`src/rtl/rd_fifo_stream_adapter_pkg.sv`:
```
// Shared constants and elaboration helpers for the FIFO read-port stream adapter.
package rd_fifo_stream_adapter_pkg;

  localparam int C_RD_LATENCY_DFLT = 1;
  localparam int C_BUF_DEPTH_DFLT  = 4;

  function automatic int clog2(input int v);
    int r;
    r = 0;
    for (int p = 1; p < v; p = p * 2) r++;
    return r;
  endfunction

  function automatic bit rd_latency_ok(input int lat);
    return (lat == 1) || (lat == 2);
  endfunction

  // A single-entry buffer would leave zero-width pointers.
  function automatic bit buf_depth_ok(input int depth);
    return (depth >= 2) && ((depth & (depth - 1)) == 0);
  endfunction

  localparam int BUF_AW = clog2(C_BUF_DEPTH_DFLT);

endpackage

```
`src/rtl/rd_fifo_stream_skidbuf.sv`:
```
// Register-based circular buffer: write at wr_ptr, FWFT read at rd_ptr, level count.
module rd_fifo_stream_skidbuf
  import rd_fifo_stream_adapter_pkg::*;
#(
  parameter int c_DATA_WIDTH = 32,
  parameter int c_AW         = BUF_AW
) (
  input  logic                    clk_i,
  input  logic                    rst_i,
  input  logic                    clr_i,
  input  logic                    wr_en_i,
  input  logic [c_DATA_WIDTH-1:0] wr_data_i,
  input  logic                    pop_i,
  output logic [c_DATA_WIDTH-1:0] rd_data_o,
  output logic [c_AW:0]           level_o
);

  localparam int DEPTH = 1 << c_AW;

  logic [DEPTH-1:0][c_DATA_WIDTH-1:0] mem_q;
  logic [c_AW-1:0]                    wr_ptr_q, rd_ptr_q;
  logic [c_AW:0]                      level_q, level_d;
  logic                               do_pop;

  assign do_pop  = pop_i && (level_q != '0);
  assign level_d = level_q + {{c_AW{1'b0}}, wr_en_i} - {{c_AW{1'b0}}, do_pop};

  // Clear wins over a same-cycle capture or pop.
  always_ff @(posedge clk_i or posedge rst_i) begin
    if (rst_i) begin
      wr_ptr_q <= '0;
      rd_ptr_q <= '0;
      level_q  <= '0;
    end else if (clr_i) begin
      wr_ptr_q <= '0;
      rd_ptr_q <= '0;
      level_q  <= '0;
    end else begin
      if (wr_en_i) wr_ptr_q <= wr_ptr_q + 1'b1;
      if (do_pop)  rd_ptr_q <= rd_ptr_q + 1'b1;
      level_q <= level_d;
    end
  end

  always_ff @(posedge clk_i or posedge rst_i) begin
    if (rst_i)                  mem_q           <= '0;
    else if (wr_en_i && !clr_i) mem_q[wr_ptr_q] <= wr_data_i;
  end

  assign rd_data_o = mem_q[rd_ptr_q];
  assign level_o   = level_q;

endmodule

```
`src/rtl/rd_fifo_stream_adapter.sv`:
```
// Converts the FIFO's fixed-latency read port into a bubble-free valid/ready stream
// using credit-based issue into a small skid buffer.
module rd_fifo_stream_adapter
  import rd_fifo_stream_adapter_pkg::*;
#(
  parameter int c_DATA_WIDTH = 32,
  parameter int c_RD_LATENCY = C_RD_LATENCY_DFLT,
  parameter int c_BUF_DEPTH  = C_BUF_DEPTH_DFLT
) (
  input  logic                          rd_clk,
  input  logic                          rd_rst,
  input  logic [c_DATA_WIDTH-1:0]       fifo_rd_data,
  input  logic                          fifo_rd_empty,
  output logic                          fifo_rd_en,
  output logic                          fifo_rd_oce,
  input  logic                          flush,
  output logic [c_DATA_WIDTH-1:0]       m_data,
  output logic                          m_valid,
  input  logic                          m_ready,
  output logic [clog2(c_BUF_DEPTH):0]   buf_level
);

  localparam int AW    = clog2(c_BUF_DEPTH);
  localparam int LVL_W = AW + 1;

  generate
    if (!rd_latency_ok(c_RD_LATENCY)) begin : g_bad_lat
      $error("c_RD_LATENCY must be 1 or 2");
    end
    if (!buf_depth_ok(c_BUF_DEPTH)) begin : g_bad_depth
      $error("c_BUF_DEPTH must be a power of two >= 2");
    end
  endgenerate

  logic [c_RD_LATENCY-1:0] inflight_q, inflight_d;
  logic [LVL_W-1:0]        inflight_cnt, credit_used;
  logic                    issue, capture;

  always_comb begin
    inflight_cnt = '0;
    for (int i = 0; i < c_RD_LATENCY; i++)
      inflight_cnt = inflight_cnt + {{(LVL_W-1){1'b0}}, inflight_q[i]};
  end

  // Every outstanding read already owns a slot, so level+inflight never exceeds depth.
  assign credit_used = buf_level + inflight_cnt;
  assign issue       = !rd_rst && !fifo_rd_empty && !flush &&
                       (credit_used < LVL_W'(c_BUF_DEPTH));

  generate
    if (c_RD_LATENCY == 1) begin : g_lat1
      assign inflight_d = issue;
    end else begin : g_latn
      assign inflight_d = {inflight_q[c_RD_LATENCY-2:0], issue};
    end
  endgenerate

  // Clearing the strobes on flush drops words still on their way back.
  always_ff @(posedge rd_clk or posedge rd_rst) begin
    if (rd_rst)     inflight_q <= '0;
    else if (flush) inflight_q <= '0;
    else            inflight_q <= inflight_d;
  end

  assign capture = inflight_q[c_RD_LATENCY-1];

  rd_fifo_stream_skidbuf #(
    .c_DATA_WIDTH (c_DATA_WIDTH),
    .c_AW         (AW)
  ) u_skidbuf (
    .clk_i     (rd_clk),
    .rst_i     (rd_rst),
    .clr_i     (flush),
    .wr_en_i   (capture),
    .wr_data_i (fifo_rd_data),
    .pop_i     (m_ready),
    .rd_data_o (m_data),
    .level_o   (buf_level)
  );

  assign fifo_rd_en  = issue;
  assign fifo_rd_oce = 1'b1;
  assign m_valid     = (buf_level != '0);

endmodule
```
`config.mk`:
```
export PLATFORM = sky130hd
export DESIGN_NAME = rd_fifo_stream_adapter
export DESIGN_NICKNAME = d
export VERILOG_FILES = /design/src/rtl/rd_fifo_stream_adapter_pkg.sv /design/src/rtl/rd_fifo_stream_skidbuf.sv /design/src/rtl/rd_fifo_stream_adapter.sv
export SDC_FILE = /design/constraint.sdc
export NUM_CORES = 1
export LEC_CHECK = 0
export ABC_AREA = 1
export BUFFER_PORTS_ARGS = -buffer_cell sky130_fd_sc_hd__buf_2
export CAP_MARGIN = 25
export CORE_ASPECT_RATIO = 1.25
export CORE_MARGIN = 8
export CORE_UTILIZATION = 46
export DETAILED_ROUTE_END_ITERATION = 10
export GPL_TIMING_DRIVEN = 0
export HOLD_SLACK_MARGIN = 0.1
export PLACE_DENSITY = 0.72
export SYNTH_ARGS = -nofsm -noshare
export SYNTH_HDL_FRONTEND = slang
export SYNTH_SLANG_ARGS = --single-unit
```
`constraint.sdc`:
```
create_clock -name rd_clk -period 6 [get_ports rd_clk]
set_input_delay 0 -clock rd_clk [delete_from_list [all_inputs] [get_ports rd_clk]]
set_output_delay 0 -clock rd_clk [all_outputs]
set_load 0.01 [all_outputs]
```
; Yosys cells after proc, flatten, opt, wreduce, memory -nomap -nowiden
; Index checks and enable logic that the tools add are counted.
[totals]
register_bits = 136
in_bits = 37
output_inout_bits = 38
elab_cells = 39
[classes]
add_sub_neg = 4
magnitude_cmp = 4
muxes = 11
reduce_logical = 12
[ops]
columns = op, n
row1 = bitwise mux 128 bit, 1
row2 = binary-select mux 32 bit (select 2 bit), 1
row3 = demux 32 bit (select 2 bit), 1
row4 = 2-to-1 mux 32 bit, 2
row5 = 2-to-1 mux 2 bit, 4
row6 = logical AND 1 bit, 6
row7 = "< comparator 2 x 3 -> 1 bit, second input constant", 2
row8 = "adder 2 x 1 -> 2 bit, second input constant", 2
row9 = nonzero test 2 bit, 2
row10 = adder 3 x 1 -> 3 bit, 1
row11 = logical NOT 1 bit, 3
row12 = "< comparator 3 bit, second input constant", 1
row13 = 2-to-1 mux 3 bit, 1
row14 = nonzero test 3 bit, 1
row15 = subtractor 3 x 1 -> 3 bit, 1
row16 = "greater-or-equal comparator 2 x 1 -> 1 bit, second input constant", 1
row17 = 2-to-1 mux 1 bit, 1

; Logic depth before layout (Yosys ltp)
[logic_depth]
depth_word = 5
depth_mapped = 9
ltp_nobuf = 9

; By module
; A second synthesis with hierarchy kept.
[unflattened]
hier_cells = 693
hier_area_um2 = 6221.0
[modules_own_cells]
columns = mod, instances, cells_per_inst, area_each_um2, seq_area_each_um2
row1 = rd_fifo_stream_skidbuf, 1, 679, 6139.6, 3378.2
row2 = rd_fifo_stream_adapter, 1, 14, 81.3, 25.0

; Least setup slack after synthesis
; Ideal clock, no wire load.
[synth_timing]
path_type = in2out
from = in rd_rst
to = out fifo_rd_en
t_arrival_ns = 3.358
required_time_ns = 6.000
slack_ns = 2.642
path_stages = 3
cell_sequence = inv_1 nand2_1 nor2_1
[synth_between]
elab_chain_len = 4
[synth_rtl]
columns = element, line
row1 = start: declaration, rd_fifo_stream_adapter.sv:11  ; input logic rd_rst,
row2 = logical NOT 1 bit (no line), n/a
row3 = logical AND 1 bit (3 in series), rd_fifo_stream_adapter.sv:47  ; assign issue = !rd_rst && !fifo_rd_empty && !flush &&
row4 = end: declaration, rd_fifo_stream_adapter.sv:14  ; output logic fifo_rd_en,
; Every way passes these cells.

; Worst setup path after layout
[layout_timing]
from = reg u_skidbuf.rd_ptr_q[1]
to = out m_data[7]
[layout_between]
elab_chain_len = 2
[layout_rtl]
columns = element, line
row1 = start: declaration, rd_fifo_stream_skidbuf.sv:21  ; logic [c_AW-1:0] wr_ptr_q, rd_ptr_q;
row2 = start signal: assignment, rd_fifo_stream_skidbuf.sv:40  ; if (do_pop) rd_ptr_q <= rd_ptr_q + 1'b1;
row3 = binary-select mux 32 bit (select 2 bit), rd_fifo_stream_skidbuf.sv:50  ; assign rd_data_o = mem_q[rd_ptr_q];
row4 = 2-to-1 mux 32 bit (implied by the code), rd_fifo_stream_skidbuf.sv:50
row5 = end: declaration, rd_fifo_stream_adapter.sv:17  ; output logic [c_DATA_WIDTH-1:0] m_data,
; Every way passes these cells. The select of a mux whose other input is x is not followed.

==> results_dict.tcl <==
set metrics [dict create \
    synth-seq-area-share 0.544 \
    synthCells 686 \
    crit_fanout 10 \
    cts_hold_buffers 37 \
    finalPower_mw 3.28 \
    status "completed" \
    antenna_cells 0 \
    postCtsSetupBuffers 0 \
    seqPwrFrac 0.353 \
    slew_headroom 0.651 \
    netlist_area_sq_mm 0.00626 \
    die-area_sq_mm 0.0176 \
    synthFlopType "dfrtp_1" \
    drt-initial-drc-count 685 \
    synth_area_per_cell_sq_um 9.13 \
    report.final.slew_viol_count 0 \
    peakVddDrop_mv 0.217 \
    skew_ns 0.00439 \
    timing.max_cap.violations 0 \
    layout_setup_ws_ns 3.85 \
    synth_edf_count 0 \
    grt_pass1_vias 5483 \
    area_growth_pct 25.5 \
    gr-total-overflow 0 \
    drt_pre_antenna_iters 5 \
    p_int_mw 2.17 \
    min_period_over_period 0.358 \
    htree_levels 4 \
    swShare 0.337 \
    p_comb_frac 0.318 \
    required_ns 6.00 \
    grt_pass1_wl_microns 28400 \
    drt_wl_total_microns 17500 \
    numCtsBuffers 17 \
    vias 5429 \
    finalNetCount 861 \
    ys_async_sr_fraction 1.00 \
    finalCriticalPeriod_ns 2.15 \
    crit_type "reg2out" \
    ant_nets 0 \
    wl_per_cell_microns 17.6 \
    grt_use_met1 0.247 \
    syn_nets 731 \
    p_per_area_mw_per_mm2 417 \
    die_y_microns 146 \
    use_met2 0.338 \
    clock_sinks 136 \
    dp_hpwl_microns 11400 \
    final_hold_viol_count 0 \
    switchingPower_mw 1.10 \
    clk_pin_slew_ns 0.06 \
    drc 0 \
    grt.busiest_layer "met2" \
    placementRows 47 \
    tns_ns 0 \
    cts_resized 0 \
    core_area_sq_mm 0.0133 \
    setup_viol 0 \
    r2r-start "u_skidbuf.level_o[2]" \
    drt-vias-per-instance 5.45 \
    io_buffers 73 \
    track_usage 0.205 \
    rsz0062_at_grt "false" \
    met3_usage 0.0459 \
    fp.dieW_microns 120 \
    synth-seq-cells 136 \
    p_leak_nw 3.95 \
    hp-class "in2async" \
    worstMarginPinSlew_ns 0.523 \
    cts_tree "yes" \
    io_pins 75 \
    drive_above_1_share 0.220 \
    grt_antenna_before_repair 0 \
    end_kind "output pin" \
    grt_max_degree 102 \
    critPathLaunch "u_skidbuf.rd_ptr_q[1]" \
    place_ws_ns 4.36 \
    synth_cell_type_count 22 \
    clockPowerShare 0.329 \
    crit_arrival_ns 2.15 \
    critPathLaunchType "register" \
    gp_congestion 0.822 \
    start_util 0.471 \
    yosys_warnings 0 \
    cts_root_buffer "clkbuf_16" \
    cts.path.max_buffers 2 \
    worstSkewPairLatency_ns 0.42 \
    max_freq_mhz 466 \
]
==> cell usage after synthesis (2+ instances only) <==
cell type,instances,area [sq um]
buf_2,9,45.0
buf_4,2,15.0
buf_6,17,191
clkbuf_1,11,41.3
clkbuf_8,6,82.6
dfrtp_1,136,3400
ha_1,8,100
inv_1,44,165
nand2_1,139,522
nand2_4,4,45.0
nand3_1,3,15.0
nand4_1,2,12.5
nor2_1,74,278
o21ai_0,66,330
o21ai_1,91,455
o21ai_2,37,324
o22ai_1,32,200
==> final cells by class <==
| class | count | area, sq um |
|---|---|---|
| multi-input cells | 460 | 2310 |
| flip-flops and latches | 136 | 3400 |
| clock inverters | 7 | 118 |
| repair buffers | 111 | 763 |
| fillers | 1133 | 5440 |
| well taps | 171 | 214 |
| plain buffers | 46 | 380 |
| clock buffers | 22 | 494 |
| inverters | 44 | 170 |
==> power groups by stage <==
stage | combinational [mW] | clock [mW] | sequential [mW]
2_1_floorplan | 0.632 | 0 | 1.15
3_3_place_gp | 0.991 | 0 | 1.16
3_5_place_dp | 1.01 | 0 | 1.17
4_1_cts | 1.05 | 1.09 | 1.15
5_1_grt | 1.16 | 1.13 | 1.17
6_report | 1.04 | 1.08 | 1.16
==> worst paths after layout <==
path | endpoint | slack, ns | cells after the start
min in group rd_clk | u_skidbuf.level_o[1] | 0.40 | 3
min reg2reg | u_skidbuf.mem_q[42] | 0.48 | 2
max reg2reg | u_skidbuf.level_o[0] | 4.18 | 7
max | m_data[7] | 3.85 | 6
max in group asynchronous | u_skidbuf.mem_q[34] | 5.07 | 4
min | u_skidbuf.mem_q[111] | 0.12 | 3
==> routing by layer <==
metal,vias to the layer above,wire length (microns)
met1,2608,7100
li1,2534,-
met3,42,1220
met2,245,8750
met4,0,442
met5,-,0
==> critical path: stages, from the launching register on <==
cell and delay, ns:
dfrtp_1 0.36, buf_2 0.17, inv_1 0.13, clkbuf_1 0.43
o21ai_0 0.21, o22ai_1 0.24, buf_2 0.19
==> layout by cell type (no fill, tap or decap), drive strengths merged <==
cell type / synthesis / routed
nand3: 3 / 3
o22ai: 32 / 32
inv: 44 / 44
clkbuf: 18 / 40
or2: 1 / 1
bufinv: 0 / 3
dlygate4sd3: 0 / 37
ha: 8 / 8
xor2: 1 / 1
conb: 1 / 1
o21ai: 194 / 194
dfrtp: 136 / 136
clkinvlp: 0 / 3
nand2: 143 / 143
buf: 28 / 102
clkinv: 0 / 1
nor2: 75 / 75
nand4: 2 / 2
==> flip-flops by register name, summed over array words and instances, names as in the netlist <==
signal              flops
u_skidbuf.rd_ptr_q      2
u_skidbuf.mem_q       128
u_skidbuf.level_o       3
capture                 1
u_skidbuf.wr_ptr_q      2
==> kinds of logic after synthesis <==
family	count (synthesis)	synth area share
XOR/XNOR	1	0.00140
AND/OR/NAND/NOR	224	0.142
flip-flops	136	0.544
AO/OA/AOI/OAI	226	0.209
adder cells (fa/ha/maj)	8	0.0160
other	1	0.000599
buffers and inverters	90	0.0871
==> metrics by stage <==
| stage | utilization | area, sq um | std cells | hold slack (ns) |
|---|---|---|---|---|
| 2_1_floorplan | - | 6260 | 686 | 0.0657 |
| 3_3_place_gp | 0.515 | 6840 | 930 | 0.255 |
| 3_5_place_dp | 0.517 | 6870 | 931 | 0.0189 |
| 4_1_cts | 0.591 | 7860 | 997 | 0.135 |
| 5_1_grt | 0.591 | 7860 | 997 | 0.166 |
| 6_report | 0.591 | 7860 | 997 | 0.123 |
No activity file was read; power rests on OpenSTA's default activity.
